===== src/rtl/md_ctrl_pkg.sv =====
// Shared definitions for the MD timestep sequencer and the phase controllers it drives.
// Sequencer state encoding, default step-count width and buffer geometry.
package md_ctrl_pkg;

    localparam int unsigned STEPW_DEFAULT = 32;
    // Number of halves selected by double_buffer.
    localparam int unsigned DBSIZE        = 2;

    localparam logic [2:0] SEQ_IDLE  = 3'd0;
    localparam logic [2:0] SEQ_FORCE = 3'd1;
    localparam logic [2:0] SEQ_FGAP  = 3'd2;
    localparam logic [2:0] SEQ_VEL   = 3'd3;
    localparam logic [2:0] SEQ_VGAP  = 3'd4;
    localparam logic [2:0] SEQ_POS   = 3'd5;
    localparam logic [2:0] SEQ_SWAP  = 3'd6;
    localparam logic [2:0] SEQ_FIN   = 3'd7;

    // States in which an abort cancels the run.
    function automatic logic seq_abortable(input logic [2:0] st);
        return (st != SEQ_IDLE) && (st != SEQ_FIN);
    endfunction

endpackage


===== src/rtl/md_timestep_sequencer.sv =====
// Phase scheduler for the MD timestep loop: force -> velocity -> position per step,
// flipping the shared double-buffer select after each completed step.
module md_timestep_sequencer
    import md_ctrl_pkg::*;
#(
    parameter int unsigned STEPW      = STEPW_DEFAULT,
    parameter int unsigned GAP_CYCLES = 1
) (
    input  logic             clk,
    input  logic             rst,
    input  logic             start,
    input  logic [STEPW-1:0] num_steps,
    input  logic             abort,
    output logic             force_ready,
    input  logic             force_done,
    output logic             vel_ready,
    input  logic             vel_done,
    output logic             pos_ready,
    input  logic             pos_done,
    output logic             double_buffer,
    output logic [STEPW-1:0] step_count,
    output logic             busy,
    output logic             done,
    output logic             aborted
);

    localparam int unsigned GAPW = $clog2(GAP_CYCLES + 1) + 1;

    logic [2:0]       state_q, state_d;
    logic [GAPW-1:0]  gap_q, gap_d;
    logic [STEPW-1:0] steps_q, steps_d;
    logic [STEPW-1:0] step_q, step_d;
    logic             db_q, db_d;
    logic             busy_q, busy_d;
    logic             done_q, done_d;
    logic             aborted_q, aborted_d;

    logic             gap_over;
    logic [STEPW-1:0] step_inc;

    // Gap counter runs 0..GAP_CYCLES, so every phase sees its ready low long enough to
    // reinitialise and drop a level-held done.
    assign gap_over = (gap_q == GAPW'(GAP_CYCLES));
    assign step_inc = step_q + STEPW'(1);

    always_comb begin
        state_d   = state_q;
        gap_d     = gap_q;
        steps_d   = steps_q;
        step_d    = step_q;
        db_d      = db_q;
        busy_d    = busy_q;
        done_d    = 1'b0;
        aborted_d = 1'b0;

        if (abort && seq_abortable(state_q)) begin
            state_d   = SEQ_IDLE;
            busy_d    = 1'b0;
            aborted_d = 1'b1;
        end else begin
            case (state_q)
                SEQ_IDLE: begin
                    if (start) begin
                        steps_d = num_steps;
                        step_d  = '0;
                        busy_d  = 1'b1;
                        state_d = (num_steps == '0) ? SEQ_FIN : SEQ_FORCE;
                    end
                end
                SEQ_FORCE: begin
                    if (force_done) begin
                        state_d = SEQ_FGAP;
                        gap_d   = '0;
                    end
                end
                SEQ_FGAP: begin
                    if (gap_over) begin
                        state_d = SEQ_VEL;
                    end else begin
                        gap_d = gap_q + GAPW'(1);
                    end
                end
                SEQ_VEL: begin
                    if (vel_done) begin
                        state_d = SEQ_VGAP;
                        gap_d   = '0;
                    end
                end
                SEQ_VGAP: begin
                    if (gap_over) begin
                        state_d = SEQ_POS;
                    end else begin
                        gap_d = gap_q + GAPW'(1);
                    end
                end
                SEQ_POS: begin
                    if (pos_done) begin
                        state_d = SEQ_SWAP;
                    end
                end
                SEQ_SWAP: begin
                    db_d    = ~db_q;
                    step_d  = step_inc;
                    state_d = (step_inc == steps_q) ? SEQ_FIN : SEQ_FORCE;
                end
                SEQ_FIN: begin
                    done_d  = 1'b1;
                    busy_d  = 1'b0;
                    state_d = SEQ_IDLE;
                end
                default: state_d = SEQ_IDLE;
            endcase
        end
    end

    always_ff @(posedge clk) begin
        if (!rst) begin
            state_q   <= SEQ_IDLE;
            gap_q     <= '0;
            steps_q   <= '0;
            step_q    <= '0;
            db_q      <= 1'b0;
            busy_q    <= 1'b0;
            done_q    <= 1'b0;
            aborted_q <= 1'b0;
        end else begin
            state_q   <= state_d;
            gap_q     <= gap_d;
            steps_q   <= steps_d;
            step_q    <= step_d;
            db_q      <= db_d;
            busy_q    <= busy_d;
            done_q    <= done_d;
            aborted_q <= aborted_d;
        end
    end

    assign force_ready   = (state_q == SEQ_FORCE);
    assign vel_ready     = (state_q == SEQ_VEL);
    assign pos_ready     = (state_q == SEQ_POS);
    assign double_buffer = db_q;
    assign step_count    = step_q;
    assign busy          = busy_q;
    assign done          = done_q;
    assign aborted       = aborted_q;

endmodule

===== config.mk =====
export PLATFORM = sky130hd
export DESIGN_NAME = md_timestep_sequencer
export DESIGN_NICKNAME = d
export VERILOG_FILES = /design/src/rtl/md_ctrl_pkg.sv /design/src/rtl/md_timestep_sequencer.sv
export SDC_FILE = /design/constraint.sdc
export NUM_CORES = 1
export LEC_CHECK = 0
export ABC_CLOCK_PERIOD_IN_PS = 2900
export BUFFER_PORTS_ARGS = -buffer_cell sky130_fd_sc_hd__buf_2
export CAP_MARGIN = 20
export CORE_MARGIN = 2
export CORE_UTILIZATION = 51
export DETAILED_ROUTE_END_ITERATION = 8
export PLACE_DENSITY_LB_ADDON = 0.3
export SLEW_MARGIN = 40
export SYNTH_ARGS = -nofsm -noshare
export SYNTH_HDL_FRONTEND = slang
export SYNTH_SLANG_ARGS = --single-unit

===== constraint.sdc =====
create_clock -name clk -period 2.9 [get_ports clk]
set_input_delay 0.29 -clock clk [delete_from_list [all_inputs] [get_ports clk]]
set_output_delay 0.29 -clock clk [all_outputs]
set_load 0.05 [all_outputs]

# After elaboration in Yosys (flattened, before gate mapping)
# Index checks and enable logic that the tools add are counted.
dict set report classes {
  add_sub_neg 2
  n_eq_ne 17
  n_mux 19
  bitwise_logic 3
  reduce_logical 16
}
# op n
set ops {}
lappend ops {{$pmux W32 S2} 1}
lappend ops {{$add A32 B1 Y32 const B} 1}
lappend ops {{$eq A32 B32 Y1} 1}
lappend ops {{$logic_not A32 Y1} 1}
lappend ops {{$mux W32} 1}
lappend ops {{$mux W3} 8}
lappend ops {{$pmux W3 S8} 1}
lappend ops {{$eq A3 B3 Y1 const B} 4}
lappend ops {{$ne A2 B2 Y1 const B} 4}
lappend ops {{$eq A3 B2 Y1 const B} 2}
lappend ops {{$mux W2} 3}
lappend ops {{$ne A2 B1 Y1 const B} 3}
lappend ops {{$pmux W2 S3} 1}
lappend ops {{$reduce_and A3 Y1} 2}
lappend ops {{$reduce_and A6 Y1} 1}
lappend ops {{$reduce_bool A3 Y1} 2}
lappend ops {{$reduce_and A5 Y1} 1}
lappend ops {{$reduce_and A2 Y1} 2}
lappend ops {{$reduce_bool A2 Y1} 2}
lappend ops {{$reduce_or A2 Y1} 2}
lappend ops {{$eq A3 B1 Y1 const B} 1}
lappend ops {{$logic_not A3 Y1} 1}
lappend ops {{$mux W1} 3}
lappend ops {{$ne A3 B3 Y1 const B} 1}
lappend ops {{5 further kinds} 8}
dict set report word_totals {
  ff_bits 73
  inputBits 39
  elab_cells 65
}

# Depth between registers and ports, before layout
# Gate-level depths: netlist of run 1.
dict set report depth {
  ltp_word 5
  depth_mapped 10
  depth_no_buf 9
}

# Worst setup path after synthesis of run 1
# No wires, ideal clock.
dict set report synth_timing {
  kind {register to register}
  start {register step_q[0], in the netlist step_count[0]}
  end {register state_q[2]}
  setup_time_ps 74
  arrival_time_ps 3022
  required_time_ps 2826
  slack_ps -196
  path_stages_with_launch 10
  n_path_buf 0
  period_less_slack_ps 3096
  cell_sequence {dfxtp_1 -> ha_1 -> nand3_2 -> nor2_1 -> nand4_1 -> xnor2_1 -> a21o_1 -> or4_1 -> a2111o_1 -> a31oi_1}
}
dict set report synth_between {
  elab_chain_cells 4
}
# item line
set synth_lines {}
lappend synth_lines {{from (decl)} md_timestep_sequencer.sv:32} ;# logic [STEPW-1:0] step_q, step_d;
lappend synth_lines {{from (signal assigned)} md_timestep_sequencer.sv:130} ;# step_q <= step_d;
lappend synth_lines {{$add A32 B1 Y32} md_timestep_sequencer.sv:44} ;# assign step_inc = step_q + STEPW'(1);
lappend synth_lines {{$eq A32 B32 Y1} md_timestep_sequencer.sv:104} ;# state_d = (step_inc == steps_q) ? SEQ_FIN : SEQ_FORCE;
lappend synth_lines {{$mux W3} md_timestep_sequencer.sv:104}
lappend synth_lines {{$pmux W3 S8} md_timestep_sequencer.sv:61} ;# case (state_q)
lappend synth_lines {{to (signal assigned)} md_timestep_sequencer.sv:127} ;# state_q <= state_d;
lappend synth_lines {{to (decl)} md_timestep_sequencer.sv:29} ;# logic [2:0] state_q, state_d;
# Every way passes these cells.
# A chain may end at the register's enable or synchronous reset.

# Final worst setup path of run 1
dict set report layout_timing {
  start {register step_q[1], in the netlist step_count[1]}
  end {register state_q[2]}
}
# Same word-level chain as after synthesis.

==> results_dict.tcl, run 1 <==
set metrics [dict create \
    p_comb_share_pct 29.4 \
    whs_endpoint "steps_q[0]" \
    power_density_nw_per_um2 575 \
    power.internal_mw 2.04 \
    max_incr_delay_on_cp_ns 0.51 \
    pin_count_of_the_biggest_net_entering_global_routing 41 \
    vias 4816 \
    fin_worst_skew_ns 0.0136 \
    finalSetupViolations 0 \
    postRouteWirelength_mm 13.8 \
    synth_top_family_by_area "simple AND/OR/NAND/NOR gates" \
    avgRoutedWirePerCell_um 17.3 \
    layout-drive-gt1-share_pct 27.5 \
    fin_area_sq_um 5480 \
    port_buffers 77 \
    max-clock-path-buffers 2 \
    worst_pin_slew_ns 0.757 \
    dp_worst_setup_slack_ns 0.0186 \
    h-tree-depth 3 \
    worst_skew_pair.late_latency_ns 0.36 \
    rd_place_congestion 1.02 \
    layout-area-overhead-vs-synth_pct 24.7 \
    p_leak_nw 2.25 \
    vdd_drop_max_v 0.000433 \
    maxSlewHeadroom_pct 49.4 \
    cp_num_cells 9 \
    cp.arrival_ns 3.14 \
    max_freq_mhz 348 \
    worst-r2r-cell-count 9 \
    clock_tree_from_tritoncts "built" \
    crit_slowest_cell "or4_1" \
    floorplan.initialDensity_pct 53.0 \
    min_path_cells 3 \
    antenna_violations_before_repair 0 \
    finalHoldViolCount 0 \
    m1WireLength_mm 5.80 \
    antenna_cells 0 \
    finalNetCount 727 \
    crit_chain "buf_4 > nand4_4 > nor2_1 > o221ai_1 > a2111oi_2 > o2111ai_1 > or4_1 > a2111o_1 > a31oi_1" \
    setup_ws_ns 0.0262 \
    drt_drc_violations_left 0 \
    p_sw_mw 1.12 \
    fin_tns_setup_ns 0 \
    cap_violations 0 \
    number_of_top_level_design_ports 78 \
    synth_fp_nets 635 \
    dr.first_iter.drc_count 420 \
    power.share.sequential_pct 39.0 \
    fin_crit_sh_pct 99.1 \
    sum_of_met2_wire_segment_lengths_after_detailed_routing_mm 6.37 \
    p_sw_share_pct 35.4 \
    n_fill_cell 733 \
    p_clk_share_pct 31.6 \
    dpl_cell_area_sq_um 5010 \
    critPathTopFamily "compound AO/OA/AOI/OAI gates" \
    period_minus_slack_ns 2.87 \
    synth_mux_area_share_pct 0.683 \
    number_of_storage_elements_in_the_synthesis_netlist 73 \
    area_of_the_core_region_sq_um 8300 \
    ys.flop_type "dfxtp_1" \
    root_buffer "clkbuf_8" \
    rows 33 \
    timing_max_transition_violations_final 0 \
    worstHoldStart "num_steps[0]" \
    firstDrtPassIters 5 \
    clk_transition_reported_paths_ns 0.08 \
    gr-usage-all-layers_pct 27.6 \
    dieArea_sq_um 9380 \
    status "completed" \
    ys_types 63 \
    rrSetupSlack_ns 0.03 \
    avgViaCountPerCell 6.06 \
    cts_buffers 9 \
    critPathCaptureType "flip-flop" \
    grt_pass1_vias 4446 \
    synth-async-reset-ratio_pct 0 \
    first_pass_grt_wire_length_mm 21.4 \
    number_of_enable_type_register_cells_in_the_synthesized_netlist 0 \
    crit_buf_inv 1 \
    largest_fanout_of_any_net_on_the_critical_path 6 \
    grt-ovfl-total 0 \
    grt_setup_unrepaired "yes" \
    worstReg2RegEnd "state_q[2]" \
    synth_seq_area_share_pct 33.2 \
    synth_area_sq_um 4400 \
    synth-xor-area-share_pct 9.93 \
    post_synth_fa_ha_maj_area_fraction_pct 0.569 \
    launch_instance_of_the_worst_register_to_register_path "step_count[1]" \
    floorplan.die.width_um 96.9 \
    antenna_violating_nets_post_route 0 \
    synth_compound_gate_area_share_pct 16.6 \
    highest-signal-layer "met4" \
    startpoint_to_endpoint_class_of_the_critical_path "reg -> reg" \
    tritoncts_num_sinks 73 \
    postSynthCellCount 594 \
    chipHeight_um 96.9 \
    crit_required_ns 3.17 \
    cp-start-kind "flip-flop" \
    yosys.area_share.simple_pct 34.1 \
    hold_path.class "in -> reg" \
    synth_area_per_cell_sq_um 7.40 \
    wl_met3_mm 1.13 \
    post-dp-hpwl_mm 9.66 \
    yosys_warnings 0 \
]
## final cells by class
type / count / area [sq um] / area share (%)
sequential: 73 / 1520 / 27.7
inverter: 6 / 22.5 / 0.411
tap: 105 / 131 / 2.40
clock buffer: 9 / 124 / 2.26
multi-input combinational: 472 / 2840 / 51.7
timing repair buffer: 124 / 736 / 13.4
clock inverter: 6 / 116 / 2.12
## routing by layer
metal,vias up,global-route usage (%)
met2,254,44.8
met5,-,0
met4,0,12.0
met3,52,4.05
li1,2268,-
met1,2242,36.7
## worst min-delay path: stages
cell	delay, ns
buf_2	0.10
nand2_1	0.05
a21oi_1	0.05
## logic make-up (layout without fill, tap and decap cells)
kind of cell               after synthesis  in the layout
xor gates and xnor gates                49             49
buffers and inverters                   49            145
muxes                                    3              3
and+or+nand+nor                        296            296
AOI/OAI and AO/OA                      122            122
DFF                                     73             73
adders and majority gates                2              2
## registers in the layout, summed over array words and instances, names as in the netlist
signal	flops
step_count	32
done	1
double_buffer	1
gap_q	2
steps_q	32
aborted	1
state_q	3
busy	1
## through the flow
step / std cells / power (mW) / hold WS, ns / utilization (%)
floorplan: 594 / 1.90 / 0.408 / -
detailed placement: 769 / 2.16 / 0.470 / 60.3
global route: 795 / 3.30 / 0.197 / 66.1
finish: 795 / 3.15 / 0.180 / 66.1
CTS: 784 / 3.14 / 0.177 / 63.3
global placement: 769 / 2.13 / 0.460 / 60.3
## power by group through the flow
stage	Sequential [mW]	Clock, mW	Combinational [mW]
finish	1.23	0.997	0.925
CTS	1.23	1.00	0.907
global route	1.24	1.04	1.02
detailed placement	1.26	0	0.900
global placement	1.25	0	0.878
floorplan	1.25	0	0.643
## cell usage after synthesis, types with 5 or more instances
library cell	instances	area [sq um]
inv_1	6	22.5
or3_1	7	43.8
o21ai_0	19	95.1
xor2_1	15	131
nand3_1	22	110
clkbuf_1	29	109
nor3_1	25	125
a21oi_1	68	340
nor4_1	14	87.6
nand4_1	9	56.3
and2_1	10	62.6
and4_1	6	52.6
dfxtp_1	73	1460
xnor2_1	33	289
buf_4	7	52.6
nand2_1	110	413
nor2_1	57	214
and3_1	7	43.8
a22oi_1	5	37.5
## what timing repair did
item,in CTS,in global routing
gates cloned,0,0
pin swaps,1,9
resized for setup,2,39
hold buffers,0,0
endpoints found under the setup margin,1,2
buffers inserted,0,11
## how the worst max path moves through the flow
stage / slack [ns] / to / start
6_report: 0.03 / state_q[2] / step_count[1]
3_5_place_dp: 0.02 / state_q[2] / step_count[0]
3_3_place_gp: 0.09 / state_q[2] / step_count[3]
2_1_floorplan: 0.01 / state_q[2] / step_count[14]
5_1_grt: -0.07 / state_q[2] / step_count[1]
4_1_cts: 0.0002 / state_q[2] / step_count[0]
## cells in the final DEF, fill, tap and decap left out, types with 19 or more instances in the layout
master / synthesis / final
nor3_1: 25 / 22
buf_4: 7 / 46
buf_2: 4 / 77
nor2_1: 57 / 54
o21ai_0: 19 / 19
nand2_1: 110 / 110
dfxtp_1: 73 / 54
nand3_1: 22 / 19
a21oi_1: 68 / 68
xnor2_1: 33 / 32
Power figures use the tool's default switching activity.
==> run 2: changes to the inputs <==
Settings changed: ABC_AREA set to 1, HOLD_SLACK_MARGIN set to 0.02.
==> results_dict.tcl, run 2 <==
set metrics [dict create \
    ys_types 28 \
    dp_worst_setup_slack_ns 0.501 \
    antenna_cells 0 \
    ys.flop_type "dfxtp_1" \
    worstReg2RegEnd "state_q[1]" \
    floorplan.initialDensity_pct 53.1 \
    worst-r2r-cell-count 17 \
    post-dp-hpwl_mm 10.1 \
    grt_pass1_vias 4604 \
    final_cell_mix "nand2_1, inv_1, nand3_1, buf_2, a21oi_1" \
    met3_usage_pct 3.32 \
    synth_fp_nets 769 \
    cts_setup_buffers 0 \
    fin_tns_setup_ns 0 \
    startpoint_to_endpoint_class_of_the_critical_path "reg -> reg" \
    most_frequent_standard_cell_in_the_layout_excluding_fill_and_tap_cells "nand2_1" \
    grt_setup_unrepaired "no" \
    maxSlewHeadroom_pct 49.9 \
    hold_path.class "in -> reg" \
    whs_endpoint "steps_q[1]" \
    crit_slowest_cell "dfxtp_1" \
    antenna_violations_before_repair 0 \
    rows 33 \
    max_incr_delay_on_cp_ns 0.43 \
    avgViaCountPerCell 5.48 \
    first_pass_grt_wire_length_mm 21.9 \
    n_fill_cell 839 \
    root_buffer "clkbuf_8" \
    cp_common_cell "nand2_1" \
    cp.arrival_ns 2.70 \
    synth-async-reset-ratio_pct 0 \
    p_leak_nw 2.23 \
    layout-drive-gt1-share_pct 15.0 \
    worstHoldStart "num_steps[1]" \
    tritoncts_num_sinks 73 \
    critPathTopFamily "simple AND/OR/NAND/NOR gates" \
    finalNetCount 842 \
    setup_ws_ns 0.490 \
    cts_resized 0 \
    yosys_warnings 0 \
    gr-usage-all-layers_pct 28.6 \
    max-clock-path-buffers 2 \
    finalSetupViolations 0 \
    period_minus_slack_ns 2.41 \
    launch_instance_of_the_worst_register_to_register_path "step_count[0]" \
    chipHeight_um 97.0 \
    postRouteWirelength_mm 13.4 \
    cts_buffers 9 \
    fin_crit_sh_pct 83.1 \
    dr.first_iter.drc_count 402 \
    synth_area_per_cell_sq_um 6.05 \
    number_of_top_level_design_ports 78 \
    grtUsageMet1_pct 39.4 \
    cp-start-kind "flip-flop" \
    firstDrtPassIters 5 \
    floorplan.die.width_um 97.0 \
    cap_violations 0 \
    critPathCaptureType "flip-flop" \
    grt-ovfl-total 0 \
    antenna_violating_nets_post_route 0 \
    fin_worst_skew_ns 0.0144 \
    crit_chain "ha_1 > nand2_2 > nor2_4 > nand2_4 > nor2_4 > nand2_1 > nand2_1 > nand2_1 > nand2_1 > nand2_1 > nor2_1 > nand2_1 > nor2_1 > nand3_1 > nand3_1 > nand2_1 > inv_1" \
    pin_count_of_the_biggest_net_entering_global_routing 64 \
    rrSetupSlack_ns 0.49 \
    synth_seq_area_share_pct 33.2 \
    drt_drc_violations_left 0 \
    port_buffers 77 \
    synth_largest_type_area_fraction_pct 33.2 \
    clk_transition_reported_paths_ns 0.09 \
    worst_skew_pair.late_latency_ns 0.35 \
    gr-usage-met2_pct 46.6 \
    layout-area-overhead-vs-synth_pct 15.2 \
    rd_place_congestion 0.968 \
    synth_area_sq_um 4410 \
    synthMostInstantiatedCell "nand2_1" \
    clock_tree_from_tritoncts "built" \
    timing_max_transition_violations_final 0 \
    postSynthCellCount 728 \
    status "completed" \
    vdd_drop_max_v 0.000504 \
    global_route.peak_usage_layer "met2" \
    largest_fanout_of_any_net_on_the_critical_path 7 \
    h-tree-depth 3 \
    min_path_cells 3 \
    vias 4994 \
    synth_area_leaders "dfxtp_1, nand2_1, nand3_1" \
    max_freq_mhz 415 \
    area_of_the_core_region_sq_um 8300 \
    worst_pin_slew_ns 0.752 \
    avgRoutedWirePerCell_um 14.7 \
    dpl_cell_area_sq_um 4900 \
    finalHoldViolCount 0 \
    fin_area_sq_um 5080 \
    crit_buf_inv 1 \
    power_density_nw_per_um2 607 \
    dieArea_sq_um 9400 \
    synth.cells.most_frequent "nand2_1, inv_1, nand3_1" \
    library_cell_occupying_the_most_area_in_the_post_synthesis_netlist "dfxtp_1" \
    number_of_storage_elements_in_the_synthesis_netlist 73 \
    crit_required_ns 3.19 \
    hold_buffers 0 \
    number_of_enable_type_register_cells_in_the_synthesized_netlist 0 \
]
-- run 2: cell count changes in the layout (fill, tap and decap cells not counted), moves of 13 or more --
cell,change
nand2_1,+124
buf_4,-42
inv_1,+85
nor3_1,-16
dfxtp_4,-13
dfxtp_1,+19
xnor2_1,-29
o21ai_0,+17
nand3_1,+58
-- run 2: per-layer routing --
| metal | share of wire, % | vias to the layer above |
|---|---|---|
| met2 | 47 | 230 |
| met5 | 0 | - |
| met3 | 8.1 | 20 |
| met4 | 1.3 | 0 |
| met1 | 43 | 2272 |
| li1 | - | 2472 |
-- run 2: cells by family after synthesis --
logic type | count (synthesis) | synth area share (%)
AO/OA/AOI/OAI | 112 | 12.8
buffers and inverters | 113 | 9.68
AND/OR/NAND/NOR | 420 | 41.6
flip-flops | 73 | 33.2
XOR/XNOR | 8 | 2.21
adder cells (fa/ha/maj) | 2 | 0.568
-- run 2: how the worst max path moves through the flow --
| stage | startpoint | cells after the start | slack, ns | endpoint |
|---|---|---|---|---|
| 2_1_floorplan | step_count[0] | 15 | 0.60 | state_q[2] |
| 3_3_place_gp | step_count[0] | 17 | 0.58 | state_q[1] |
| 3_5_place_dp | step_count[0] | 17 | 0.50 | state_q[2] |
| 4_1_cts | step_count[0] | 17 | 0.47 | state_q[2] |
| 5_1_grt | step_count[0] | 17 | 0.16 | state_q[2] |
| 6_report | step_count[0] | 17 | 0.49 | state_q[1] |
-- run 2: stage by stage --
| step | instances | power [mW] | util [%] | hold slack (ns) |
|---|---|---|---|---|
| after floorplan | 728 | 2.03 | - | 0.428 |
| after global placement | 895 | 2.31 | 59.0 | 0.433 |
| after detailed placement | 895 | 2.34 | 59.0 | 0.443 |
| after CTS | 911 | 3.08 | 61.2 | 0.226 |
| after global routing | 911 | 3.28 | 61.2 | 0.234 |
| final | 911 | 3.08 | 61.2 | 0.228 |
-- run 2: layout make-up --
cell class	count	area (sq um)	share of cell area, %
flip-flops and latches	73	1460	28.8
repair buffers	82	435	8.58
multi-input cells	542	2520	49.6
clock inverters	5	38.8	0.764
clock buffers	11	141	2.79
well taps	105	131	2.59
inverters	93	349	6.88
-- run 2: tightest hold or removal path, stage by stage --
cell and delay (ns):
buf_2 0.08, o21ai_0 0.07, a21oi_1 0.10
-- run 2: power breakdown --
part | internal [mW] | switching (mW) | leakage (nW)
Combinational | 0.331 | 0.746 | 1.54
Clock | 0.339 | 0.412 | 0.0899
Sequential | 1.16 | 0.0971 | 0.596
==> run 3: changes to the inputs <==
Settings changed: ABC_CLOCK_PERIOD_IN_PS 2900 to 2460, CORE_UTILIZATION 51 to 57.
Clock period 2.9 ns to 2.46 ns, I/O delays scaled along.
==> results_dict.tcl, run 3 (same netlist as run 2, synthesis figures left out) <==
set metrics [dict create \
    status "completed" \
    critPathCaptureType "flip-flop" \
    tritoncts_num_sinks 73 \
    fin_crit_sh_pct 94.0 \
    total_power_mw 3.76 \
    crit_required_ns 2.76 \
    finalSetupViolations 0 \
    maxSlewHeadroom_pct 49.8 \
    grt_pass1_vias 4703 \
    finalNetCount 854 \
    vias 5047 \
    worst_skew_pair.late_latency_ns 0.35 \
    fin_tns_setup_ns 0 \
    max_freq_mhz 433 \
    largest_fanout_of_any_net_on_the_critical_path 6 \
    period_minus_slack_ns 2.31 \
    h-tree-depth 3 \
    port_buffers 77 \
    root_buffer "clkbuf_8" \
    number_of_top_level_design_ports 78 \
    antenna_violations_before_repair 0 \
    max-clock-path-buffers 2 \
    floorplan.initialDensity_pct 57.9 \
    clock_tree_from_tritoncts "built" \
    vdd_drop_max_v 0.000936 \
    fin_worst_skew_ns 0.0116 \
    dp_worst_setup_slack_ns 0.161 \
    avgRoutedWirePerCell_um 14.5 \
    grt-ovfl-total 0 \
    post-dp-hpwl_mm 9.93 \
    setup_ws_ns 0.149 \
    cts_buffers 9 \
    pin_count_of_the_biggest_net_entering_global_routing 64 \
    p_leak_nw 2.31 \
    dr.first_iter.drc_count 426 \
    cts_setup_buffers 0 \
    first_pass_grt_wire_length_mm 21.7 \
    chipHeight_um 91.9 \
    firstDrtPassIters 5 \
    floorplan.die.width_um 91.9 \
    antenna_cells 0 \
    power_density_nw_per_um2 723 \
    cap_violations 0 \
    hold_path.class "in -> reg" \
    finalHoldViolCount 0 \
    clk_transition_reported_paths_ns 0.09 \
    rows 32 \
    startpoint_to_endpoint_class_of_the_critical_path "reg -> reg" \
    antenna_violating_nets_post_route 0 \
    layout-area-overhead-vs-synth_pct 17.9 \
    cp.arrival_ns 2.61 \
    postRouteWirelength_mm 13.3 \
    worst_pin_slew_ns 0.751 \
    most_frequent_standard_cell_in_the_layout_excluding_fill_and_tap_cells "nand2_1" \
    layout-drive-gt1-share_pct 17.0 \
    multi_input_area_sq_um 2530 \
    area_of_the_core_region_sq_um 7610 \
    drt_drc_violations_left 0 \
    cp-start-kind "flip-flop" \
    seq_area_sq_um 1470 \
    final_cell_mix "nand2_1, inv_1, nand3_1, buf_2, a21oi_1" \
    gr-usage-all-layers_pct 32.2 \
    hold_buffers 0 \
    rd_place_congestion 0.939 \
    n_fill_cell 689 \
    timing_max_transition_violations_final 0 \
    avgViaCountPerCell 5.49 \
    dieArea_sq_um 8450 \
]
==> run 3: what timing repair did <==
action                                 in CTS  in global routing
gates resized for setup                     0                  4
setup endpoints to repair                   0                  2
endpoints found under the hold margin       0                  0
==> run 3: worst paths after layout <==
path,from,endpoint,slack (ns),cells past startpoint
min reg2reg,double_buffer,double_buffer,0.45,1
max,step_count[0],state_q[2],0.15,17
max reg2reg,step_count[0],state_q[2],0.15,17
min,num_steps[7],steps_q[7],0.20,3
==> run 3: metal layers <==
| layer | global-route usage (%) | wire length (um) | vias up |
|---|---|---|---|
| li1 | - | - | 2499 |
| met1 | 40.9 | 5640 | 2285 |
| met2 | 55.8 | 6450 | 229 |
| met3 | 3.70 | 866 | 34 |
| met4 | 12.7 | 355 | 0 |
| met5 | 0 | 0 | - |
==> run 3: metrics by stage <==
step	std cells	util, %	hold WS (ns)	instance area [sq um]
global placement	904	65.4	0.428	4970
floorplan	728	-	0.384	4410
CTS	920	68.2	0.188	5180
detailed placement	904	65.4	0.435	4970
global route	920	68.3	0.200	5190
finish	920	68.3	0.195	5190
==> run 3: area by class of cell <==
| cell class | count | area share, % |
|---|---|---|
| Inverter | 93 | 6.72 |
| Timing Repair Buffer | 94 | 9.88 |
| Multi-Input combinational cell | 542 | 48.6 |
| Tap cell | 102 | 2.46 |
| Clock inverter | 5 | 1.18 |
| Clock buffer | 11 | 2.91 |
| Sequential cell | 73 | 28.2 |
==> run 3: power by group <==
group          total [mW]  leakage [nW]  switching, mW  internal, mW
clock network        1.01         0.110          0.479         0.532
registers            1.48         0.597          0.116          1.36
logic                1.27          1.60          0.883         0.382
total                3.76          2.31           1.48          2.28
==> run 3: worst max-delay path: stages, from the launching register on <==
cell	delay (ns)
dfxtp_2	0.38
ha_1	0.21
nand2_2	0.11
nor2_4	0.19
nand2_4	0.14
nor2_4	0.20
nand2_1	0.09
nand2_2	0.08
nand2_1	0.05
nand2_1	0.07
nand2_1	0.06
nor2_1	0.12
nand2_1	0.07
nor2_1	0.13
nand3_1	0.13
nand3_1	0.11
nand2_1	0.06
inv_1	0.05
